### src/rtl/alu_issue_ctrl.sv
// Issue controller for the datapath ALU: decodes a MIPS instruction, drives the
// ALU operands for EXEC_CYCLES cycles, then returns result, flags and branch decision.
module alu_issue_ctrl #(
    parameter int DATA_W      = 32,
    parameter int EXEC_CYCLES = 1
) (
    input  logic              clk,
    input  logic              rst,
    input  logic              req_valid,
    output logic              req_ready,
    input  logic [5:0]        req_opcode,
    input  logic [5:0]        req_funct,
    input  logic [DATA_W-1:0] req_rs_val,
    input  logic [DATA_W-1:0] req_rt_val,
    input  logic [15:0]       req_imm,
    output logic [DATA_W-1:0] alu_data1,
    output logic [DATA_W-1:0] alu_data2,
    output logic [3:0]        alu_op,
    input  logic [DATA_W-1:0] alu_result,
    input  logic              alu_zero,
    input  logic              alu_lt,
    input  logic              alu_gt,
    output logic              rsp_valid,
    input  logic              rsp_ready,
    output logic [DATA_W-1:0] rsp_result,
    output logic              rsp_zero,
    output logic              rsp_lt,
    output logic              rsp_gt,
    output logic              rsp_taken,
    output logic              rsp_illegal
);

    localparam logic [3:0] OP_ADD = 4'b0000;
    localparam logic [3:0] OP_SUB = 4'b0001;
    localparam logic [3:0] OP_AND = 4'b0010;
    localparam logic [3:0] OP_OR  = 4'b0011;
    localparam logic [3:0] OP_SLT = 4'b0101;

    localparam logic [3:0] CNT_INIT = 4'(EXEC_CYCLES - 1);

    typedef enum logic [1:0] {
        ST_IDLE,
        ST_EXEC,
        ST_RESP
    } state_t;

    state_t            r_state;
    state_t            w_next;

    logic [3:0]        r_cnt;
    logic [DATA_W-1:0] r_data1;
    logic [DATA_W-1:0] r_data2;
    logic [3:0]        r_op;
    logic              r_is_beq;
    logic              r_is_bne;
    logic              r_illegal;
    logic [DATA_W-1:0] r_rsp_result;
    logic              r_rsp_zero;
    logic              r_rsp_lt;
    logic              r_rsp_gt;
    logic              r_rsp_taken;
    logic              r_rsp_illegal;

    logic [3:0]        w_op;
    logic [DATA_W-1:0] w_data2;
    logic              w_is_beq;
    logic              w_is_bne;
    logic              w_illegal;
    logic [DATA_W-1:0] w_imm_sx;
    logic [DATA_W-1:0] w_imm_zx;
    logic              w_accept;
    logic              w_capture;
    logic              w_equal;

    assign w_imm_sx = {{(DATA_W-16){req_imm[15]}}, req_imm};
    assign w_imm_zx = {{(DATA_W-16){1'b0}}, req_imm};

    // Unknown encodings still execute as ADD on rs/rt, but are flagged.
    always_comb begin
        w_op      = OP_ADD;
        w_data2   = req_rt_val;
        w_is_beq  = 1'b0;
        w_is_bne  = 1'b0;
        w_illegal = 1'b0;
        case (req_opcode)
            6'b000000: begin
                case (req_funct)
                    6'b100000: w_op = OP_ADD;
                    6'b100010: w_op = OP_SUB;
                    6'b100100: w_op = OP_AND;
                    6'b100101: w_op = OP_OR;
                    6'b101010: w_op = OP_SLT;
                    default:   w_illegal = 1'b1;
                endcase
            end
            6'b001000: w_data2 = w_imm_sx;
            6'b001010: begin
                w_op    = OP_SLT;
                w_data2 = w_imm_sx;
            end
            6'b001100: begin
                w_op    = OP_AND;
                w_data2 = w_imm_zx;
            end
            6'b001101: begin
                w_op    = OP_OR;
                w_data2 = w_imm_zx;
            end
            6'b100011, 6'b101011: w_data2 = w_imm_sx;
            6'b000100: begin
                w_op     = OP_SUB;
                w_is_beq = 1'b1;
            end
            6'b000101: begin
                w_op     = OP_SUB;
                w_is_bne = 1'b1;
            end
            default: w_illegal = 1'b1;
        endcase
    end

    always_comb begin
        w_next = r_state;
        case (r_state)
            ST_IDLE: if (req_valid) w_next = ST_EXEC;
            ST_EXEC: if (r_cnt == 4'd0) w_next = ST_RESP;
            ST_RESP: if (rsp_ready) w_next = ST_IDLE;
            default: w_next = ST_IDLE;
        endcase
    end

    always_ff @(posedge clk) begin
        if (rst) begin
            r_state <= ST_IDLE;
        end else begin
            r_state <= w_next;
        end
    end

    assign w_accept  = (r_state == ST_IDLE) && req_valid;
    assign w_capture = (r_state == ST_EXEC) && (r_cnt == 4'd0);
    // The ALU keeps stale lt/gt on equal operands, so equality overrides them.
    assign w_equal   = (r_data1 == r_data2);

    always_ff @(posedge clk) begin
        if (rst) begin
            r_cnt         <= '0;
            r_data1       <= '0;
            r_data2       <= '0;
            r_op          <= '0;
            r_is_beq      <= 1'b0;
            r_is_bne      <= 1'b0;
            r_illegal     <= 1'b0;
            r_rsp_result  <= '0;
            r_rsp_zero    <= 1'b0;
            r_rsp_lt      <= 1'b0;
            r_rsp_gt      <= 1'b0;
            r_rsp_taken   <= 1'b0;
            r_rsp_illegal <= 1'b0;
        end else begin
            if (w_accept) begin
                r_cnt     <= CNT_INIT;
                r_data1   <= req_rs_val;
                r_data2   <= w_data2;
                r_op      <= w_op;
                r_is_beq  <= w_is_beq;
                r_is_bne  <= w_is_bne;
                r_illegal <= w_illegal;
            end
            if ((r_state == ST_EXEC) && (r_cnt != 4'd0)) begin
                r_cnt <= r_cnt - 4'd1;
            end
            if (w_capture) begin
                r_rsp_result  <= alu_result;
                r_rsp_zero    <= alu_zero;
                r_rsp_lt      <= alu_lt && !w_equal;
                r_rsp_gt      <= alu_gt && !w_equal;
                r_rsp_taken   <= (r_is_beq && alu_zero) || (r_is_bne && !alu_zero);
                r_rsp_illegal <= r_illegal;
            end
        end
    end

    assign req_ready   = (r_state == ST_IDLE);
    assign rsp_valid   = (r_state == ST_RESP);
    assign alu_data1   = r_data1;
    assign alu_data2   = r_data2;
    assign alu_op      = r_op;
    assign rsp_result  = r_rsp_result;
    assign rsp_zero    = r_rsp_zero;
    assign rsp_lt      = r_rsp_lt;
    assign rsp_gt      = r_rsp_gt;
    assign rsp_taken   = r_rsp_taken;
    assign rsp_illegal = r_rsp_illegal;

endmodule

### config.mk
export PLATFORM = sky130hd
export DESIGN_NAME = alu_issue_ctrl
export DESIGN_NICKNAME = d
export VERILOG_FILES = /design/src/rtl/alu_issue_ctrl.sv
export SDC_FILE = /design/constraint.sdc
export NUM_CORES = 1
export LEC_CHECK = 0
export ABC_AREA = 1
export CAP_MARGIN = 20
export CORE_ASPECT_RATIO = 0.8
export CORE_MARGIN = 2
export CORE_UTILIZATION = 40
export DETAILED_ROUTE_END_ITERATION = 8
export HOLD_SLACK_MARGIN = 0.08
export PLACE_DENSITY_LB_ADDON = 0.08
export SETUP_SLACK_MARGIN = 0.05
export SLEW_MARGIN = 5
export SYNTH_ARGS = -nofsm -noshare
export SYNTH_HDL_FRONTEND = slang
export SYNTH_SLANG_ARGS = --single-unit
### constraint.sdc
create_clock -name clk -period 1.9 [get_ports clk]
set_input_delay 0.38 -clock clk [delete_from_list [all_inputs] [get_ports clk]]
set_output_delay 0.38 -clock clk [all_outputs]
set_load 0.01 [all_outputs]
# [After elaboration in Yosys (flattened, before gate mapping)]
# Index checks and enable logic that the tools add are counted.
[classes] reduce_logical=21 n_addsub=1 eq_ne=19 n_mux=13
[op_table] cell="$pmux W32 S2" n=1
[op_table] cell="$eq A6 B6 Y1 const B" n=7
[op_table] cell="$eq A32 B32 Y1" n=1
[op_table] cell="$eq A6 B4 Y1 const B" n=4
[op_table] cell="$pmux W3 S5" n=1
[op_table] cell="$eq A6 B3 Y1 const B" n=2
[op_table] cell="$pmux W3 S4" n=1
[op_table] cell="$mux W4" n=2
[op_table] cell="$reduce_or A8 Y1" n=1
[op_table] cell="$logic_and A1 B1 Y1" n=7
[op_table] cell="$logic_not A6 Y1" n=1
[op_table] cell="$mux W2" n=3
[op_table] cell="$pmux W2 S3" n=1
[op_table] cell="$reduce_or A5 Y1" n=1
[op_table] cell="$logic_not A4 Y1" n=1
[op_table] cell="$ne A2 B2 Y1 const B" n=2
[op_table] cell="$reduce_bool A4 Y1" n=1
[op_table] cell="$reduce_or A2 Y1" n=2
[op_table] cell="$reduce_or A4 Y1" n=1
[op_table] cell="$sub A4 B1 Y4 const B" n=1
[op_table] cell="$mux W1" n=3
[op_table] cell="$reduce_and A3 Y1" n=1
[op_table] cell="$eq A2 B1 Y1 const B" n=1
[op_table] cell="$eq A2 B2 Y1 const B" n=1
[op_table] cell="other kinds (6)" n=7
[totals] reg_bits=114 input_bits=131

# [Longest topological paths before layout]
# Gate-level depths: netlist (run 1).
[depth] ltp_word=4 ltp_mapped=10

# [Worst setup path after synthesis (run 1)]
# OpenSTA, ideal clock, no wires.
[synth_path] path_kind="register to register" startpoint="register r_cnt[0]" endpoint="register r_rsp_result[22], in the netlist rsp_result[22]" synth_period_minus_slack_ns=1.358 n_path_buf=1 arrival_ns=1.242 setup_slack_ns=0.542 stages_incl_launch_ff=9 path_cell_list="dfxtp_1 -> inv_1 -> ha_1 -> nand2_1 -> nor2_1 -> inv_2 -> clkbuf_1 -> nor2_1 -> nor2_1"
[synth_between] elab_chain_len=2
[synth_rtl] element="from (decl)" line_no="50" text="logic [3:0] r_cnt;"
[synth_rtl] element="from (signal assigned)" line_no="171" text="r_cnt <= r_cnt - 4'd1;"
[synth_rtl] element="$logic_not A4 Y1" line_no="141" text="assign w_capture = (r_state == ST_EXEC) && (r_cnt == 4'd0);"
[synth_rtl] element="$logic_and A1 B1 Y1" line_no="141"
[synth_rtl] element="to (signal assigned)" line_no="174" text="r_rsp_result <= alu_result;"
[synth_rtl] element="to (decl)" line_no="57" text="logic [DATA_W-1:0] r_rsp_result;"
# No other way between the ends.
# A chain may end at the register's enable or synchronous reset.

# [Final worst setup path (run 1)]
[layout_path] startpoint="register r_state[1]" endpoint="output req_ready"
[layout_between] elab_chain_len=1
[layout_rtl] element="from (decl)" line_no="47" text="state_t r_state;"
[layout_rtl] element="from (signal assigned)" line_no="136" text="r_state <= w_next;"
[layout_rtl] element="$logic_not A2 Y1" line_no="184" text="assign req_ready = (r_state == ST_IDLE);"
[layout_rtl] element="to (decl)" line_no="10" text="output logic req_ready,"
# No other way between the ends.

==> flow_metrics.tcl, run 1 <==
set metrics [dict create \
    syn_avg_cell_area_um2 7.236 \
    final_nets 1027 \
    drt_iter0_drc 373 \
    cts_tree "yes" \
    power_density_mw_per_mm2 935.1 \
    antenna_found_initial 0 \
    max_stage_delay_ns 0.56 \
    rsz0062_at_grt "false" \
    synthToLayoutAreaGrowth_pct 66.60 \
    slew_headroom_pct 62.17 \
    synth_nets 792 \
    finalCriticalPeriod_ns 1.787 \
    cp_top_family "buffers and inverters" \
    synthCells 660 \
    async_flop_share_pct 0 \
    grtUsageTotal_pct 23.97 \
    setup-tns-final_ns 0 \
    skew_ns 0.007170 \
    gr-total-overflow 0 \
    worst_path_max_delay_cell "clkdlybuf4s50_1" \
    cts_max_path_buffers 2 \
    gp_congestion 0.9455 \
    viasPerCell 4.916 \
    synth-seq-cells 113 \
    initial_utilization_pct 41.31 \
    wire_per_inst_um 14.80 \
    power_leakage_uw 0.003307 \
    numPortBuffers 236 \
    status "finished, final reports clean" \
    ant_nets 0 \
    row_count 35 \
    ioPinCount 238 \
    numCtsBuffers 17 \
    drt-total-wl_um 15620 \
    finalCritPeriodShare_pct 94.03 \
    ctsResizeCount 1 \
    min_path_type "reg2reg" \
    yosys_warnings 0 \
    die_width_um 126.2 \
    synth_area_mm2 0.004776 \
    clk_pin_slew_ns 0.05 \
    slew_violations 0 \
    synth_seq_area_share_pct 47.37 \
    worst-path-max-fanout 2 \
    drive_gt1_share_pct 7.048 \
    synth_area_leaders "dfxtp_1 (47%), nor2_1 (11%), o21ai_0 (11%)" \
    synth_top_cell_by_area "dfxtp_1" \
    clock-sinks 113 \
    route.detailed.drc 0 \
    grt_first_pass_wirelength_um 24410 \
    antenna_cells 0 \
    h-tree-depth 4 \
    startpoint_type "register" \
    synth_cell_type_count 29 \
    postCtsSetupBuffers 0 \
    cts_root_buf "clkbuf_16" \
    crit_type "reg2out" \
    drtPass1Iterations 5 \
    finalHoldViolCount 0 \
    cap_viol_max_count 0 \
    fillers 962 \
    grt_pass1_vias 4915 \
    p_total_uw 7440 \
    synth_top_area_share_pct 47.37 \
    crit_chain "nor2_2, clkdlybuf4s50_1" \
    hpwlAfterDp_um 11510 \
    clk_latency_ns 0.40 \
    end_kind "output pin" \
    synth_edf_count 0 \
    die_h_um 101.7 \
    setup_violations 0 \
    grt_max_degree 68 \
    cts_hold_buf 0 \
    worst_pin_slew_ns 0.5666 \
    core_mm2 0.01156 \
    fmax_ghz 0.5597 \
    arrival_ns 1.41 \
    die-area_mm2 0.01283 \
    dominantRegCellSynth "dfxtp_1" \
    vias 5191 \
    vdd_drop_max_v 0.0005722 \
    crit_required_ns 1.52 \
    path_buf_inv 1 \
]
==> synth_stat cells, drive strengths merged (3+ instances only) <==
master	n
a21oi	70
buf	11
clkbuf	26
dfxtp	113
inv	43
nand2	101
nand3	9
nand4	3
nor2	142
o21ai	110
xnor2	24
==> through the flow <==
stage	std cells	util, %	worst slack (ns)	hold slack [ns]	area, µm²
after detailed placement	1024	63.68	0.05024	0.4458	7362
final	1056	68.82	0.1134	0.4699	7956
after global placement	1024	63.68	0.1226	0.4408	7362
after CTS	1056	68.82	0.09004	0.4770	7956
after floorplan	660	-	0.5419	0.4262	4776
after global routing	1056	68.82	0.06716	0.5024	7956
==> metal layers <==
metal  GRT usage [%]  up-vias  part of all wire [%]
met2           40.12      210                    49
met4           6.424        0                   1.6
met3           7.290       22                   8.1
met5               0        -                     0
met1           30.44     2358                    42
li1                -     2601                     -
==> worst register-to-register path: cells and delay by family, from the launching register on <==
family	cells	cell delay, ns
simple gates	2	0.22
compound gates	2	0.31
fa+ha+maj	1	0.22
flops	1	0.30
buf+inv	2	0.44
==> cells by family (layout without fill, tap and decap cells) <==
group,after synthesis,count (layout),share of synthesized area [%]
AOI/OAI and AO/OA,182,182,19.28
other,1,1,0.07852
buffers and inverters,80,328,7.178
xor gates and xnor gates,24,24,4.401
and+or+nand+nor,259,259,21.43
adders and majority gates,1,1,0.2619
DFF,113,113,47.37
==> registers in the layout, summed over array words and instances (netlist names), 2 cells and up <==
register / flops
alu_data1: 32
r_state: 2
r_cnt: 4
alu_op: 3
alu_data2: 32
rsp_result: 32
==> area by class of cell <==
class	instances	area, µm²	area share (%)
clock buffer	18	429.2	5.394
sequential	113	2262	28.43
multi-input combinational	467	2173	27.32
tap	148	185.2	2.327
timing repair buffer	253	2576	32.38
clock inverter	14	166.4	2.092
inverter	43	163.9	2.060
==> placed cells by master (no fill, tap or decap), types with 3 or more instances in the layout <==
cell type	Yosys	routed
a21oi_1	69	69
buf_12	0	7
buf_4	3	10
bufinv_16	0	3
clkbuf_16	0	17
clkdlybuf4s50_1	0	235
clkinv_2	0	4
clkinv_4	0	3
clkinvlp_4	0	4
dfxtp_1	113	113
inv_1	37	36
inv_2	5	6
nand2_1	99	99
nand3_1	9	9
nand4_1	3	3
nor2_1	139	138
nor2_2	3	4
o21ai_0	102	102
o21ai_1	7	7
xnor2_1	24	24
==> final timing paths <==
| path | startpoint | to | slack [ns] | cells past startpoint |
|---|---|---|---|---|
| max | r_state[1] | req_ready | 0.11 | 2 |
| min | r_cnt[0] | r_cnt[0] | 0.47 | 1 |
| max reg2reg | r_cnt[1] | rsp_gt | 0.34 | 7 |
| min reg2reg | r_cnt[0] | r_cnt[0] | 0.47 | 1 |
==> report_power, final <==
part           switching (µW)  internal (µW)  leakage (µW)
sequential                169           2590      0.000932
combinational             674            850       0.00209
clock                    1110           2050      0.000282
total                    1950           5490       0.00331
Note: power is estimated with default switching activity, not from simulation.
==> inputs of run 2 (changes only) <==
--- a/config.mk
+++ b/config.mk
@@ -14,6 +14,7 @@
 export HOLD_SLACK_MARGIN = 0.08
 export PLACE_DENSITY_LB_ADDON = 0.08
 export SETUP_SLACK_MARGIN = 0.05
+export SKIP_CTS_REPAIR_TIMING = 1
 export SLEW_MARGIN = 5
 export SYNTH_ARGS = -nofsm -noshare
 export SYNTH_HDL_FRONTEND = slang
==> flow_metrics.tcl, run 2 (synthesized netlist as in run 1, its figures left out) <==
set metrics [dict create \
    route.detailed.drc 0 \
    rrSetupSlack_ns 0.33 \
    path_depth 2 \
    critPathLaunch "r_state[1]" \
    dp_slack_ns 0.05024 \
    rsz0062_at_grt "false" \
    drive_gt1_share_pct 7.048 \
    cp_top_family "buffers and inverters" \
    finalCritPeriodShare_pct 93.86 \
    gp_congestion 0.9455 \
    status "finished, final reports clean" \
    initial_utilization_pct 41.31 \
    drt_iter0_drc 354 \
    drtPass1Iterations 5 \
    ioPinCount 238 \
    setup_violations 0 \
    power_leakage_uw 0.003320 \
    crit_required_ns 1.52 \
    antenna_cells 0 \
    clk_latency_ns 0.40 \
    slew_headroom_pct 62.19 \
    synthToLayoutAreaGrowth_pct 66.68 \
    startpoint_type "register" \
    whs_ns 0.4699 \
    skew_ns 0.006011 \
    min_path_type "reg2reg" \
    drt-total-wl_um 15630 \
    core_mm2 0.01156 \
    worst_pin_slew_ns 0.5663 \
    wire_per_inst_um 14.80 \
    cts_tree "yes" \
    die_width_um 126.2 \
    worst_path_max_delay_cell "clkdlybuf4s50_1" \
    timing.rr.start "r_cnt[1]" \
    max_stage_delay_ns 0.56 \
    cts_max_path_buffers 2 \
    layout_common_cells "clkdlybuf4s50_1 (235), nor2_1 (138), dfxtp_1 (113)" \
    finalHoldViolCount 0 \
    ant_nets 0 \
    mostFrequentLayoutCell "clkdlybuf4s50_1" \
    power_density_mw_per_mm2 934.4 \
    hpwlAfterDp_um 11510 \
    grt_first_pass_wirelength_um 24410 \
    fin_ws_ns 0.1167 \
    layout.cells.non_filler 1056 \
    clock-sinks 113 \
    h-tree-depth 4 \
    die-area_mm2 0.01283 \
    viasPerCell 4.924 \
    clk_pin_slew_ns 0.05 \
    endpoint "req_ready" \
    worst-path-max-fanout 2 \
    slew_violations 0 \
    antenna_found_initial 0 \
    dp.cells 1024 \
    grt_pass1_vias 4915 \
    crit_type "reg2out" \
    crit_chain "nor2_2, clkdlybuf4s50_1" \
    grt_max_degree 68 \
    numPortBuffers 236 \
    r2r_end "rsp_gt" \
    finalCriticalPeriod_ns 1.783 \
    end_kind "output pin" \
    die_h_um 101.7 \
    path_buf_inv 1 \
    cap_viol_max_count 0 \
    numCtsBuffers 17 \
    grtUsageTotal_pct 23.97 \
    row_count 35 \
    final_nets 1027 \
    vdd_drop_max_v 0.0005723 \
    gr-total-overflow 0 \
    worstRegToRegCells 7 \
    fmax_ghz 0.5608 \
    cts_root_buf "clkbuf_16" \
    setup-tns-final_ns 0 \
    arrival_ns 1.40 \
    vias 5200 \
]
==> run 2: area by class of cell <==
| type | instances | area [µm²] |
|---|---|---|
| Timing Repair Buffer | 253 | 2580 |
| Fill cell | 960 | 3601 |
| Tap cell | 148 | 185.2 |
| Clock buffer | 18 | 429.2 |
| Multi-Input combinational cell | 467 | 2173 |
| Sequential cell | 113 | 2262 |
| Inverter | 43 | 163.9 |
| Clock inverter | 14 | 166.4 |
==> run 2: power by group <==
group          switching, µW  internal (µW)  total (µW)
Combinational            675            851        1530
Clock                   1100           2050        3160
Sequential               169           2590        2760
Total                   1950           5490        7440
==> run 2: how the worst min path moves through the flow <==
stage / startpoint / endpoint / slack (ns) / cells after the start
after floorplan: r_cnt[0] / r_cnt[0] / 0.43 / 1
after global placement: r_cnt[0] / r_cnt[0] / 0.44 / 1
after detailed placement: r_cnt[0] / r_cnt[0] / 0.45 / 1
after CTS: r_cnt[0] / r_cnt[0] / 0.48 / 1
after global routing: alu_op[1] / alu_op[1] / 0.50 / 2
final: r_cnt[0] / r_cnt[0] / 0.47 / 1
==> run 2: worst reg2reg max path, cell delays in order, from the launching register on <==
cell,delay (ns)
dfxtp_1,0.30
inv_1,0.09
ha_1,0.22
nand2_1,0.10
nor2_2,0.12
buf_4,0.35
o21ai_0,0.17
a21oi_1,0.14
==> run 2: metrics by stage <==
stage | power [µW] | instance area (µm²) | utilization [%]
finish | 7438 | 7960 | 68.85
detailed placement | 4327 | 7362 | 63.68
global placement | 4292 | 7362 | 63.68
floorplan | 3424 | 4776 | -
CTS | 7496 | 7958 | 68.83
global route | 7796 | 7960 | 68.85
==> run 2: per-layer routing <==
layer	global-route usage, %	routed length, µm	part of all wire [%]
met2	40.12	7623	49
met1	30.44	6587	42
met4	6.424	249	1.6
met3	7.290	1169	7.5
met5	0	0	0
==> inputs of run 3 (changes only) <==
--- a/config.mk
+++ b/config.mk
@@ -9,7 +9,7 @@
 export CAP_MARGIN = 20
 export CORE_ASPECT_RATIO = 0.8
 export CORE_MARGIN = 2
-export CORE_UTILIZATION = 40
+export CORE_UTILIZATION = 44
 export DETAILED_ROUTE_END_ITERATION = 8
 export HOLD_SLACK_MARGIN = 0.08
 export PLACE_DENSITY_LB_ADDON = 0.08
==> constraint.sdc (replaced) <==
create_clock -name clk -period 2.1 [get_ports clk]
set_input_delay 0.42 -clock clk [delete_from_list [all_inputs] [get_ports clk]]
set_output_delay 0.42 -clock clk [all_outputs]
set_load 0.01 [all_outputs]
==> flow_metrics.tcl, run 3 (synthesized netlist as in run 1, its figures left out) <==
set metrics [dict create \
    status "finished, final reports clean" \
    layout_common_cells "clkdlybuf4s50_1 (236), nor2_1 (138), dfxtp_1 (113)" \
    p_total_uw 6723 \
    grt_pass1_vias 5192 \
    drive_gt1_share_pct 6.437 \
    drt_iter0_drc 376 \
    slew_violations 0 \
    vias 5230 \
    clk_pin_slew_ns 0.05 \
    antenna_found_initial 0 \
    gp_congestion 0.9367 \
    slew_headroom_pct 58.55 \
    crit_required_ns 1.68 \
    clock-sinks 113 \
    rrSetupSlack_ns 0.54 \
    min_from "r_cnt[0]" \
    r2r_end "rsp_result[21]" \
    gr-total-overflow 0 \
    row_count 33 \
    worst_pin_slew_ns 0.6209 \
    cts_tree "yes" \
    die_h_um 97.19 \
    ioPinCount 238 \
    end_kind "output pin" \
    vdd_drop_max_v 0.0005445 \
    cap_viol_max_count 0 \
    startpoint_type "register" \
    h-tree-depth 4 \
    arrival_ns 1.50 \
    clk_latency_ns 0.41 \
    holdPathEnd "r_cnt[0]" \
    wire_per_inst_um 15.06 \
    max_stage_delay_ns 0.56 \
    cts_max_path_buffers 2 \
    path_buf_inv 2 \
    numPortBuffers 236 \
    min_path_type "reg2reg" \
    cp_top_family "buffers and inverters" \
    ant_nets 0 \
    core_mm2 0.01041 \
    crit_chain "inv_1, nor2_1, clkdlybuf4s50_1" \
    rsz0062_at_grt "false" \
    path_depth 3 \
    grt_max_degree 76 \
    drt-total-wl_um 15680 \
    cts_root_buf "clkbuf_16" \
    die_width_um 120.5 \
    fmax_ghz 0.5200 \
    final_nets 1021 \
    finalHoldViolCount 0 \
    finalCritPeriodShare_pct 91.58 \
    die-area_mm2 0.01171 \
    finalCriticalPeriod_ns 1.923 \
    setup-tns-final_ns 0 \
    route.detailed.drc 0 \
    worst-path-max-fanout 2 \
    worst_path_max_delay_cell "clkdlybuf4s50_1" \
    timing.rr.start "r_cnt[0]" \
    synthToLayoutAreaGrowth_pct 64.11 \
    hpwlAfterDp_um 11230 \
    antenna_cells 0 \
    power_leakage_uw 0.003263 \
    power_density_mw_per_mm2 857.8 \
    numCtsBuffers 17 \
    worstRegToRegCells 7 \
    grtUsageTotal_pct 26.96 \
    drtPass1Iterations 5 \
    mostFrequentLayoutCell "clkdlybuf4s50_1" \
    whs_path_depth 1 \
    initial_utilization_pct 45.90 \
    viasPerCell 5.024 \
    grt_first_pass_wirelength_um 25210 \
    skew_ns 0.01105 \
    setup_violations 0 \
    crit_type "reg2out" \
]
run 3: cell count changes in the layout (fill, tap and decap cells not counted), moves of 2 or more:
cell,previous run,this run
buf_12,7,2
clkinv_2,4,7
clkinv_4,3,0
clkbuf_8,0,2
clkinvlp_4,4,2
run 3: metrics by stage:
step                      cells  hold WS (ns)  util, %  worst slack (ns)  instance area, µm²
after floorplan             660        0.4262        -            0.7419                4776
final                      1041        0.4527    75.32            0.1768                7838
after global placement     1010        0.4397    69.62            0.1811                7244
after detailed placement   1010        0.4403    69.62           0.07414                7244
after global routing       1041        0.4644    75.32            0.1106                7838
after CTS                  1041        0.4473    75.32            0.1653                7838
run 3: area by class of cell:
cell class / instances / area [µm²]
fillers: 794 / 2567
repair buffers: 247 / 2470
flip-flops and latches: 113 / 2262
multi-input cells: 467 / 2173
clock buffers: 19 / 452.9
well taps: 140 / 175.2
inverters: 43 / 163.9
clock inverters: 12 / 140.1
run 3: how the worst max path moves through the flow:
stage,from,endpoint,slack [ns]
CTS,r_state[1],rsp_valid,0.17
detailed placement,req_opcode[3],alu_data2[1],0.07
global route,r_state[1],rsp_valid,0.11
finish,r_state[1],rsp_valid,0.18
global placement,req_opcode[2],r_illegal,0.18
floorplan,r_cnt[0],rsp_result[22],0.74
run 3: where the power goes:
group / internal (µW) / total, µW / switching (µW)
Combinational: 745 / 1360 / 611
Sequential: 2340 / 2500 / 155
Clock: 1900 / 2870 / 970
Total: 4990 / 6720 / 1740
run 3: per-layer routing:
layer | GRT usage, % | part of all wire, % | vias to the layer above
li1 | - | - | 2596
met1 | 32.92 | 42 | 2376
met2 | 43.68 | 48 | 219
met3 | 7.218 | 6.9 | 39
met4 | 13.51 | 3.6 | 0
met5 | 0 | 0 | -
==> RTL change 1, RTL diff (flow settings as in run 3) <==
Change the parameter `DATA_W` from 32 to 24.
--- a/src/rtl/alu_issue_ctrl.sv
+++ b/src/rtl/alu_issue_ctrl.sv
@@ -3,3 +3,3 @@
 module alu_issue_ctrl #(
-    parameter int DATA_W      = 32,
+    parameter int DATA_W      = 24,
     parameter int EXEC_CYCLES = 1
Interface: changed (6 resized); port bits go from 238 to 190. No check against the original RTL was run, so the function may have changed too.
==> RTL change 1 against run 3 <==
Sequential cell count decreased by 24; setup slack improved by 0.0018 ns; largest cell class unchanged; area after synthesis decreased by 16%; total power decreased by 33%; hold slack got worse by 0.0033 ns; global-route usage decreased by 3.8 points; largest power group is now registers; routed wire length decreased by 24%; design area decreased by 21%.
==> RTL change 1: results (changes against run 3) <==
Area growth, synth to finish 55.83% (was 64.11%); worst reg2reg path startpoint r_cnt[1] (was r_cnt[0]); sequential area share after synthesis 44.61% (was 47.37%); DR WL/cell 13.58 um (was 15.06 um); placed cells 862 (was 1,010); Cell Count, Final, Fillers Out 878 (was 1,041); worst skew pair latency 0.34 ns (was 0.41 ns); detailed placement HPWL 8.707 mm (was 11.23 mm); met1 Track Usage GR 28.70% (was 32.92%); clock buffers 12 (was 19); CP max FO 4 (was 2); routing usage on met3 6.847% (was 7.218%); multi-input logic area 1797 sq um (was 2173 sq um); Buffers, non-clock 195 (was 247); outcome finished clean (unchanged); library cells used by synthesis 37 (was 29); routability cong. 0.9196 (was 0.9367); Vias 4,298 (was 5,230); DRT iter0 DRCs 348 (was 376); largest net degree at the start of global routing 83 (was 76); placed inst area 5948 sq um (was 7244 sq um); final-layout non-clock buffer area share 31.68% (was 31.51%); Combinational Power Share 23.8% (was 20.2%); fraction of layout instances using a drive strength above 1 4.718% (was 6.437%); comb pwr 0.00108 W (was 0.00136 W); number of buffers created by CTS 9 (was 17); clock skew 0.005380 ns (was 0.01105 ns); htree depth 3 (was 4); metal2 WL 5.831 mm (was 7.473 mm); multi-input gate count 396 (was 467); VDD IR-drop max 0.5113 mV (was 0.5445 mV); vias in the first global route 3,724 (was 5,192); WHS 0.4494 ns (was 0.4527 ns)
[RTL change 1: cell count changes after synthesis, moves of 6 or more]
cell      delta
a31oi_1     +17
nor2_1      -27
a21oi_1     -34
xnor2_1     -23
inv_1       +25
nand2_1     +16
dfxtp_1     -24
clkbuf_1    -15
o21ai_1      -6
o21ai_0     -17
[RTL change 1: cell families (layout without fill, tap and decap cells)]
| group | after synthesis | in the layout | share of synthesized area (%) |
|---|---|---|---|
| buffers and inverters | 95 | 278 | 10.40 |
| AO/OA/AOI/OAI | 143 | 143 | 18.73 |
| flip-flops | 89 | 89 | 44.61 |
| other | 1 | 1 | 0.09389 |
| AND/OR/NAND/NOR | 247 | 247 | 24.94 |
| adder cells (fa/ha/maj) | 1 | 1 | 0.3132 |
| XOR/XNOR | 3 | 3 | 0.6580 |
| multiplexers | 1 | 1 | 0.2506 |
==> RTL change 2, RTL diff (settings of run 3) <==
Without the edit above. Encoding of `state_t`: now one-hot (3 bits for 3 states).
--- a/src/rtl/alu_issue_ctrl.sv
+++ b/src/rtl/alu_issue_ctrl.sv
@@ -40,6 +40,6 @@
 
-    typedef enum logic [1:0] {
-        ST_IDLE,
-        ST_EXEC,
-        ST_RESP
+    typedef enum logic [2:0] {
+        ST_IDLE = 3'b001,
+        ST_EXEC = 3'b010,
+        ST_RESP = 3'b100
     } state_t;
Function: same outputs for any inputs over 10 cycles, from zero or initial values and one cycle with rst high; not proved beyond that.
==> RTL change 2 against run 3 <==
Total power up 4.2%; sequential cell count increased by 1; routed wire length is 1.9% higher; global-route usage about the same; clock power increased by 12%; setup slack improved by 0.13 ns; first-iteration DRC count decreased by 4.0%; area after synthesis up 2.0%; design area is 2.4% higher; core utilization shrank 1.3 points; highest routed layer unchanged; largest power group unchanged.
==> RTL change 2: results (changes against run 3) <==
syn nets 801 (was 792); number of fill cells 835 (was 794); First-pass DRT Iterations 4 (was 5); vias in the first global route 5,193 (was 5,192); metal2 WL 7.919 mm (was 7.473 mm); R2R Setup Slk 0.42 ns (was 0.54 ns); clock skew 0.01050 ns (was 0.01105 ns); drt via density 5.019 (was 5.024); WHS Endpoint r_cnt[1] (was r_cnt[0]); R2R depth 8 (was 7); R2R Path End rsp_result[28] (was rsp_result[21]); placed inst area 7355 sq um (was 7244 sq um); nets 1,029 (was 1,021); VDD IR-drop max 0.5748 mV (was 0.5445 mV); detailed placement HPWL 11.41 mm (was 11.23 mm); crit path to alu_data2[16] (was rsp_valid); fraction of layout instances using a drive strength above 1 6.923% (was 6.437%); most frequent cells after synthesis nand2_1 (152), dfxtp_1 (114), a21oi_1 (93) (was nor2_1 (139), dfxtp_1 (113), o21ai_0 (102)); routing usage on met3 7.126% (was 7.218%); Worst path max stage delay 0.58 ns (was 0.56 ns); detailed-route wire length 15.98 mm (was 15.68 mm); critical path data arrival time 1.38 ns (was 1.50 ns); multi-input logic area 2232 sq um (was 2173 sq um); sequential area share after synthesis 46.87% (was 47.37%); WHS 0.4630 ns (was 0.4527 ns); CP max FO 3 (was 2); outcome finished clean (unchanged); routability cong. 0.8773 (was 0.9367)
[RTL change 2: through the flow]
stage | std cells | power [W]
global route | 1054 | 0.007306
CTS | 1054 | 0.007054
finish | 1054 | 0.007009
global placement | 1022 | 0.003801
detailed placement | 1022 | 0.003834
floorplan | 669 | 0.003114
[RTL change 2: logic make-up (layout without fill, tap and decap cells)]
logic type / count (synthesis) / count (layout) / synth area share (%)
DFF: 114 / 114 / 46.87
adders and majority gates: 1 / 1 / 0.2569
AOI/OAI and AO/OA: 183 / 183 / 19.27
xor gates and xnor gates: 24 / 24 / 4.317
buffers and inverters: 82 / 323 / 7.297
and+or+nand+nor: 264 / 264 / 21.92
other: 1 / 1 / 0.07701
[RTL change 2: layout make-up]
| type | instances | share of cell area [%] |
|---|---|---|
| clock buffers | 20 | 5.813 |
| flip-flops and latches | 114 | 28.42 |
| well taps | 144 | 2.244 |
| clock inverters | 12 | 2.525 |
| multi-input cells | 473 | 27.80 |
| repair buffers | 247 | 31.14 |
| inverters | 44 | 2.057 |
